==> config.mk <==
export PLATFORM = sky130hd
export DESIGN_NAME = cpu_machine_ctl
export DESIGN_NICKNAME = d
export VERILOG_FILES = /design/src/rtl/cpu_pkg.sv /design/src/rtl/cpu_ctl_decode.sv /design/src/rtl/cpu_machine_ctl.sv
export SDC_FILE = /design/constraint.sdc
export NUM_CORES = 1
export LEC_CHECK = 0
export CORE_MARGIN = 1
export CORE_UTILIZATION = 51
export DETAILED_ROUTE_END_ITERATION = 7
export PLACE_DENSITY = 0.85
export SYNTH_ARGS = -nofsm -noshare
export SYNTH_HDL_FRONTEND = slang
export SYNTH_SLANG_ARGS = --single-unit
export TNS_END_PERCENT = 10
==> constraint.sdc <==
create_clock -name clk -period 2.4 [get_ports clk]
set_input_delay 0.48 -clock clk [delete_from_list [all_inputs] [get_ports clk]]
set_output_delay 0.48 -clock clk [all_outputs]
set_load 0.05 [all_outputs]
==> src/rtl/cpu_pkg.sv <==
// Shared constants for the instruction-cycle controller: opcodes, one-hot states, strobe bit positions.
// No logic; pure declarations.
// No flow control.
package cpu_pkg;

    localparam logic [2:0] OP_HLT  = 3'b000;
    localparam logic [2:0] OP_SKZ  = 3'b001;
    localparam logic [2:0] OP_ADD  = 3'b010;
    localparam logic [2:0] OP_ANDD = 3'b011;
    localparam logic [2:0] OP_XORR = 3'b100;
    localparam logic [2:0] OP_LDA  = 3'b101;
    localparam logic [2:0] OP_STO  = 3'b110;
    localparam logic [2:0] OP_JMP  = 3'b111;

    localparam int ST_W = 10;

    localparam logic [ST_W-1:0] ST_IDLE   = 10'b00_0000_0001;
    localparam logic [ST_W-1:0] ST_S0     = 10'b00_0000_0010;
    localparam logic [ST_W-1:0] ST_S1     = 10'b00_0000_0100;
    localparam logic [ST_W-1:0] ST_S2     = 10'b00_0000_1000;
    localparam logic [ST_W-1:0] ST_S3     = 10'b00_0001_0000;
    localparam logic [ST_W-1:0] ST_S4     = 10'b00_0010_0000;
    localparam logic [ST_W-1:0] ST_S5     = 10'b00_0100_0000;
    localparam logic [ST_W-1:0] ST_S6     = 10'b00_1000_0000;
    localparam logic [ST_W-1:0] ST_S7     = 10'b01_0000_0000;
    localparam logic [ST_W-1:0] ST_HALTED = 10'b10_0000_0000;

    localparam int STB_W        = 8;
    localparam int STB_INC_PC   = 0;
    localparam int STB_LOAD_PC  = 1;
    localparam int STB_LOAD_IR  = 2;
    localparam int STB_LOAD_ACC = 3;
    localparam int STB_RD       = 4;
    localparam int STB_WR       = 5;
    localparam int STB_DATACTL  = 6;
    localparam int STB_HALT     = 7;

endpackage

==> src/rtl/cpu_ctl_decode.sv <==
// Maps the state about to be entered, plus opcode/zero, to the datapath strobe bundle.
// Combinational, zero latency; the top registers the result.
// No flow control.
module cpu_ctl_decode
    import cpu_pkg::*;
#(
    parameter int OPC_W = 3
) (
    input  logic [ST_W-1:0]  next_state,
    input  logic [OPC_W-1:0] opcode,
    input  logic             zero,
    output logic [STB_W-1:0] strobes
);

    logic op_hlt, op_skz, op_sto, op_jmp, op_alu;

    always_comb begin
        op_hlt = (opcode == OPC_W'(OP_HLT));
        op_skz = (opcode == OPC_W'(OP_SKZ));
        op_sto = (opcode == OPC_W'(OP_STO));
        op_jmp = (opcode == OPC_W'(OP_JMP));
        op_alu = (opcode == OPC_W'(OP_ADD))  || (opcode == OPC_W'(OP_ANDD)) ||
                 (opcode == OPC_W'(OP_XORR)) || (opcode == OPC_W'(OP_LDA));
    end

    always_comb begin
        strobes = '0;
        case (next_state)
            ST_S0, ST_S1: begin
                strobes[STB_LOAD_IR] = 1'b1;
                strobes[STB_RD]      = 1'b1;
                strobes[STB_INC_PC]  = 1'b1;
            end
            ST_S3: begin
                strobes[STB_INC_PC] = op_hlt;
                strobes[STB_HALT]   = op_hlt;
            end
            ST_S4: begin
                strobes[STB_RD]      = op_alu;
                strobes[STB_LOAD_PC] = op_jmp;
                strobes[STB_DATACTL] = op_sto;
            end
            ST_S5: begin
                strobes[STB_RD]       = op_alu;
                strobes[STB_LOAD_ACC] = op_alu;
                strobes[STB_INC_PC]   = (op_skz && zero) || op_jmp;
                strobes[STB_LOAD_PC]  = op_jmp;
                strobes[STB_DATACTL]  = op_sto;
                strobes[STB_WR]       = op_sto;
            end
            ST_S6: begin
                strobes[STB_RD]      = op_alu;
                strobes[STB_DATACTL] = op_sto;
            end
            ST_S7: begin
                strobes[STB_INC_PC] = op_skz && zero;
            end
            ST_HALTED: begin
                strobes[STB_HALT] = 1'b1;
            end
            default: ;
        endcase
    end

endmodule

==> src/rtl/cpu_machine_ctl.sv <==
// Instruction-cycle controller: steps S0..S7 after fetch and drives registered datapath strobes.
// Strobes for a state appear right after the edge that enters it (fetch at edge t -> S0 strobes after t).
// No backpressure; runs free once started, stops only in HALTED or on reset.
module cpu_machine_ctl
    import cpu_pkg::*;
#(
    parameter bit HALT_STICKY = 1'b1,
    parameter int OPC_W       = 3
) (
    input  logic             clk,
    input  logic             reset,
    input  logic             fetch,
    input  logic [OPC_W-1:0] opcode,
    input  logic             zero,
    output logic             inc_pc,
    output logic             load_pc,
    output logic             load_ir,
    output logic             load_acc,
    output logic             rd,
    output logic             wr,
    output logic             datactl_ena,
    output logic             halt
);

    logic [ST_W-1:0]  state, next_state;
    logic [STB_W-1:0] stb, stb_nxt;

    always_comb begin
        next_state = ST_IDLE;
        case (state)
            ST_IDLE:   next_state = fetch ? ST_S0 : ST_IDLE;
            ST_S0:     next_state = ST_S1;
            ST_S1:     next_state = ST_S2;
            ST_S2:     next_state = ST_S3;
            ST_S3:     next_state = (HALT_STICKY && (opcode == OPC_W'(OP_HLT))) ? ST_HALTED : ST_S4;
            ST_S4:     next_state = ST_S5;
            ST_S5:     next_state = ST_S6;
            ST_S6:     next_state = ST_S7;
            ST_S7:     next_state = ST_S0;
            ST_HALTED: next_state = ST_HALTED;
            default:   next_state = ST_IDLE;
        endcase
    end

    cpu_ctl_decode #(
        .OPC_W (OPC_W)
    ) u_decode (
        .next_state (next_state),
        .opcode     (opcode),
        .zero       (zero),
        .strobes    (stb_nxt)
    );

    // Strobes are decoded from the state being entered so they line up with it after the edge.
    always_ff @(posedge clk or posedge reset) begin
        if (reset) begin
            state <= ST_IDLE;
            stb   <= '0;
        end else begin
            state <= next_state;
            stb   <= stb_nxt;
        end
    end

    assign inc_pc      = stb[STB_INC_PC];
    assign load_pc     = stb[STB_LOAD_PC];
    assign load_ir     = stb[STB_LOAD_IR];
    assign load_acc    = stb[STB_LOAD_ACC];
    assign rd          = stb[STB_RD];
    assign wr          = stb[STB_WR];
    assign datactl_ena = stb[STB_DATACTL];
    assign halt        = stb[STB_HALT];

endmodule

* Word level (Yosys, flattened, before mapping)
Index checks and enable logic that the tools add are counted. W data, S select, Z words.
Word-level totals: register bits after elaboration 18, input port bits 7, output and inout port bits 8, logic and storage cells 47
Cells by class: equality and inequality tests 25, muxes and demuxes 11, reduce and logical (&&, ||, !) cells 9
Operators with widths (count):
- $pmux W10 S10 | 1
- $eq A10 B10 Y1 const B | 2
- $eq A10 B2 Y1 const B | 2
- $eq A10 B3 Y1 const B | 2
- $eq A10 B5 Y1 const B | 2
- $eq A10 B6 Y1 const B | 2
- $eq A10 B7 Y1 const B | 2
- $eq A10 B8 Y1 const B | 2
- $eq A10 B9 Y1 const B | 2
- $eq A3 B3 Y1 const B | 4
- $eq A10 B1 Y1 const B | 1
- $eq A10 B4 Y1 const B | 1
- $mux W10 | 1
- $eq A3 B2 Y1 const B | 2
- $mux W1 | 5
- $logic_or A1 B1 Y1 | 4
- $pmux W1 S2 | 2
- $pmux W1 S4 | 1
- $reduce_or A2 Y1 | 2
- $eq A3 B1 Y1 const B | 1
- $logic_not A3 Y1 | 1
- $reduce_or A3 Y1 | 1
- $mux W2 | 1
- $logic_and A1 B1 Y1 | 1

* Longest topological paths before layout
word-level depth 6, gate-level depth with buffers 6, mapped depth without buffers 4

* Hierarchy
From an unflattened synthesis, not the netlist that was laid out.
Unflattened totals: cell total of the unflattened synthesis 100, area total of the unflattened synthesis 967.2 µm²
Modules (own cells, without submodules):
- cpu_machine_ctl | times used 1, cells each 60, area each 713.2 µm², seq. area each 451.7 µm²
- cpu_ctl_decode | times used 1, cells each 40, area each 254.0 µm², seq. area each 0.0 µm²

* Least setup slack after synthesis
Ideal clock, no wire load.
kind reg2reg, from reg state[9], to reg stb[0], setup time 0.087 ns, arrival time 1.678 ns, data required time 2.313 ns, path slack 0.635 ns, cell stages (with the launch flop) 7, buffers on the path 2, period minus slack after synthesis 1.765 ns, cells stage by stage dfrtp_1 clkbuf_8 or4_1 buf_2 a2111oi_0 a31oi_1 o211ai_1
Between the ends: word-level cells in the longest chain between the ends 5, elaborated cells on any way between the ends 18, classes of those cells eq/ne: 15; mux: 2; reduce/logical: 1
RTL lines:
- start, declared | line cpu_machine_ctl.sv:25 | logic [ST_W-1:0] state, next_state;
- start signal, assigned | line cpu_machine_ctl.sv:60 | state <= next_state;
- $eq A10 B10 Y1 (tied with other cells) | line cpu_machine_ctl.sv:30 | case (state)
- $pmux W10 S10 * | line cpu_machine_ctl.sv:30
- $eq A10 B2 Y1 or $eq A10 B3 Y1 (tied branches) | line cpu_ctl_decode.sv:28 | case (next_state)
- $reduce_or A2 Y1 | line cpu_ctl_decode.sv:28
- $pmux W1 S4 * | line cpu_ctl_decode.sv:28
- via stb_nxt[0] | line cpu_machine_ctl.sv:26 | logic [STB_W-1:0] stb, stb_nxt;
- end signal, assigned | line cpu_machine_ctl.sv:61 | stb <= stb_nxt;
- end, declared | line cpu_machine_ctl.sv:26
Mark *: on every way through the listed nets, which the timed path passes. The rest lies on a longest branch.

* Final worst setup path
from reg stb[6], to out datactl_ena
RTL lines:
- end, declared | line cpu_machine_ctl.sv:21 | output logic datactl_ena,
No word-level cell between the ends.

==> results.toml <==
[synthesis]
synthSimpleGateAreaFrac_pct = 28.15
syn-cell-area_um2 = 942.2
synthAdderAreaFrac_pct = 0
synth_compound_area_share_pct = 13.41
synth.mux.area_fraction_pct = 0
synth_edf_count = 0
synthXorXnorAreaFrac_pct = 3.718
yosys.area.top_type_share_pct = 45.15
synth-seq-area-share_pct = 47.94
synth_cell_types = 39
synth_cells = 89
async_reset_ff_share_pct = 100.0
synth_fp_nets = 96
synth_top_family_by_area = "simple AND/OR/NAND/NOR gates"
synth_top_cell_by_area = "dfrtp_1"
synth_ff_type = "dfrtp_1"
synth.most_common_cell = "dfrtp_1"
yosysWarnings = 0
synth_area_leaders = "dfrtp_1 (45%), nor4_1 (4.0%), nor3_1 (3.2%)"
yosys_register_bits = 18
synth_common_cells = "dfrtp_1 (17), nor3_1 (6), nor4_1 (6), o21ai_0 (6), inv_1 (5)"
synth.avg_cell_area_um2 = 10.59

[status]
status = "completed"

[floorplanning]
std_cell_rows = 15
dieHeight_um = 44.98
start_util_pct = 54.57
design.core.area_mm2 = 0.001727
ios = 15
die-area_mm2 = 0.002023
die-width_um = 44.98

[sta]
worst_clock_skew_ps = 6.126
period_share_pct = 81.11
fmax_mhz = 513.7
min_period_ps = 1947
relSlewSlack_pct = 56.64
tns_ps = 0
worst_slew_pin_slew_ps = 649.7
worst_hold_slack_ps = 564.2
setup_viol_count_final = 0
rsz0062_at_grt = "false"
drv_slew = 0
hold_viol = 0

[placed_design]
dp_hpwl_mm = 1.398
gp_congestion = 0.8445
post_dp_cell_area_mm2 = 0.001076
io_buffers = 14

[clock_tree]
cts_tree = "built"
clock_sinks = 18
clkTransAtPathRegs_ps = 100
cts_resized = 0
cts_buffers = 3
cts_hold_buf = 0
clkLatencyLatePin_ps = 290
cts_root_buf = "clkbuf_4"
htree_levels = 1
clockBufferDepth = 2
cts_setup_buffers = 0

[routing]
drt_iter0_drc = 46
routed-via-count = 750
drt_wl_total_mm = 1.916
viasPerCell = 5.859
antenna_left = 0
post_drt_wl_per_cell_um = 14.97
drtPass1Iterations = 4
drcViolationCount = 0

[global_route]
grt_pass1_vias = 655
grt_first_pass_wirelength_mm = 3.042
grt_max_degree = 19
antenna_found_initial = 0
grt_use_total_pct = 21.75
grt-ovfl-total = 0

[worst_setup_path]
r2r_cells = 4
path_max_fanout = 1
cp_top_family = "buffers and inverters"
cp_data_required_time_ps = 1920
critPathSlowestCell = "clkdlybuf4s50_1"
path_buf_inv = 1
startpoint_type = "flop"
max_stage_delay_ps = 810
r2r_setup_slack_ps = 490
arrival_ps = 1470
regToRegEndpoint = "stb[0]"
reg2reg_from = "state[9]"
crit_chain = "clkdlybuf4s50_1"
crit_type = "reg2out"
worst_setup_path_end_kind = "primary output"

[job]
maxCapViolCount = 0

[power]
peakVddDrop_uv = 416.6
p_per_area_mw_per_mm2 = 864.8
cellLeakagePower_nw = 0.4941
fin_total_pwr_uw = 953.3

[min_path]
hp-class = "in2async"

[cells_and_area]
syn2layout_area_growth_pct = 17.00
drive_gt1_share_pct = 11.65
insertedDiodeCount = 0
stdcell_area_mm2 = 0.001102
finalCoreUtilization_pct = 63.84
nets = 111
## report_power, final
| group | switching (mW) | total (mW) | internal, mW |
|---|---|---|---|
| Combinational | 0.216 | 0.384 | 0.168 |
| Clock | 0.0914 | 0.156 | 0.0646 |
| Sequential | 0.0567 | 0.413 | 0.356 |
| Total | 0.364 | 0.953 | 0.589 |
## metrics by stage
step | setup WS (ps) | instances
global placement | 267.6 | 124
finish | 453.3 | 128
floorplan | 634.9 | 89
global route | 349.1 | 128
CTS | 453.0 | 128
detailed placement | 214.4 | 124
## routing by layer
| layer | global-route usage, % | share of wire, % | vias to the layer above | routed length [um] |
|---|---|---|---|---|
| met5 | 0 | 0 | - | 0 |
| met3 | 4.800 | 6.3 | 2 | 120 |
| met4 | 9.091 | 0.37 | 0 | 7 |
| met1 | 30.10 | 43 | 356 | 827 |
| met2 | 33.04 | 50 | 33 | 960 |
| li1 | - | - | 359 | - |
## cell type report
class	count	area, um2
Clock buffer	4	26.28
Tap cell	25	31.28
Timing Repair Buffer	15	147.6
Sequential cell	18	451.7
Multi-Input combinational cell	61	426.7
Fill cell	151	624.3
Inverter	5	18.77
## cells in the final DEF, fill, tap and decap left out, drive strengths merged, types with 3 or more instances in the layout
| cell type | netlist | layout |
|---|---|---|
| clkbuf | 1 | 4 |
| nor2 | 3 | 3 |
| o21ai | 6 | 6 |
| nand2 | 4 | 4 |
| nor3 | 6 | 6 |
| inv | 5 | 5 |
| clkdlybuf4s50 | 0 | 14 |
| or4 | 5 | 5 |
| nor4 | 6 | 6 |
| xor2 | 3 | 3 |
| dfrtp | 17 | 17 |
## sequential cells by signal (all words and copies together) (netlist names)
name	cells
stb	8
state	10
## kinds of logic after synthesis
group,count (synthesis)
flops,18
simple gates,39
xor+xnor,4
buf+inv,10
compound gates,18
## worst max path at each step
stage                       end  cells past startpoint       from
global route             stb[0]                      4   state[9]
finish              datactl_ena                      1     stb[6]
global placement         stb[0]                      5  opcode[2]
CTS                 datactl_ena                      1     stb[6]
floorplan                stb[0]                      6   state[9]
detailed placement       stb[0]                      5  opcode[2]
No activity file was read; power rests on OpenSTA's default activity.
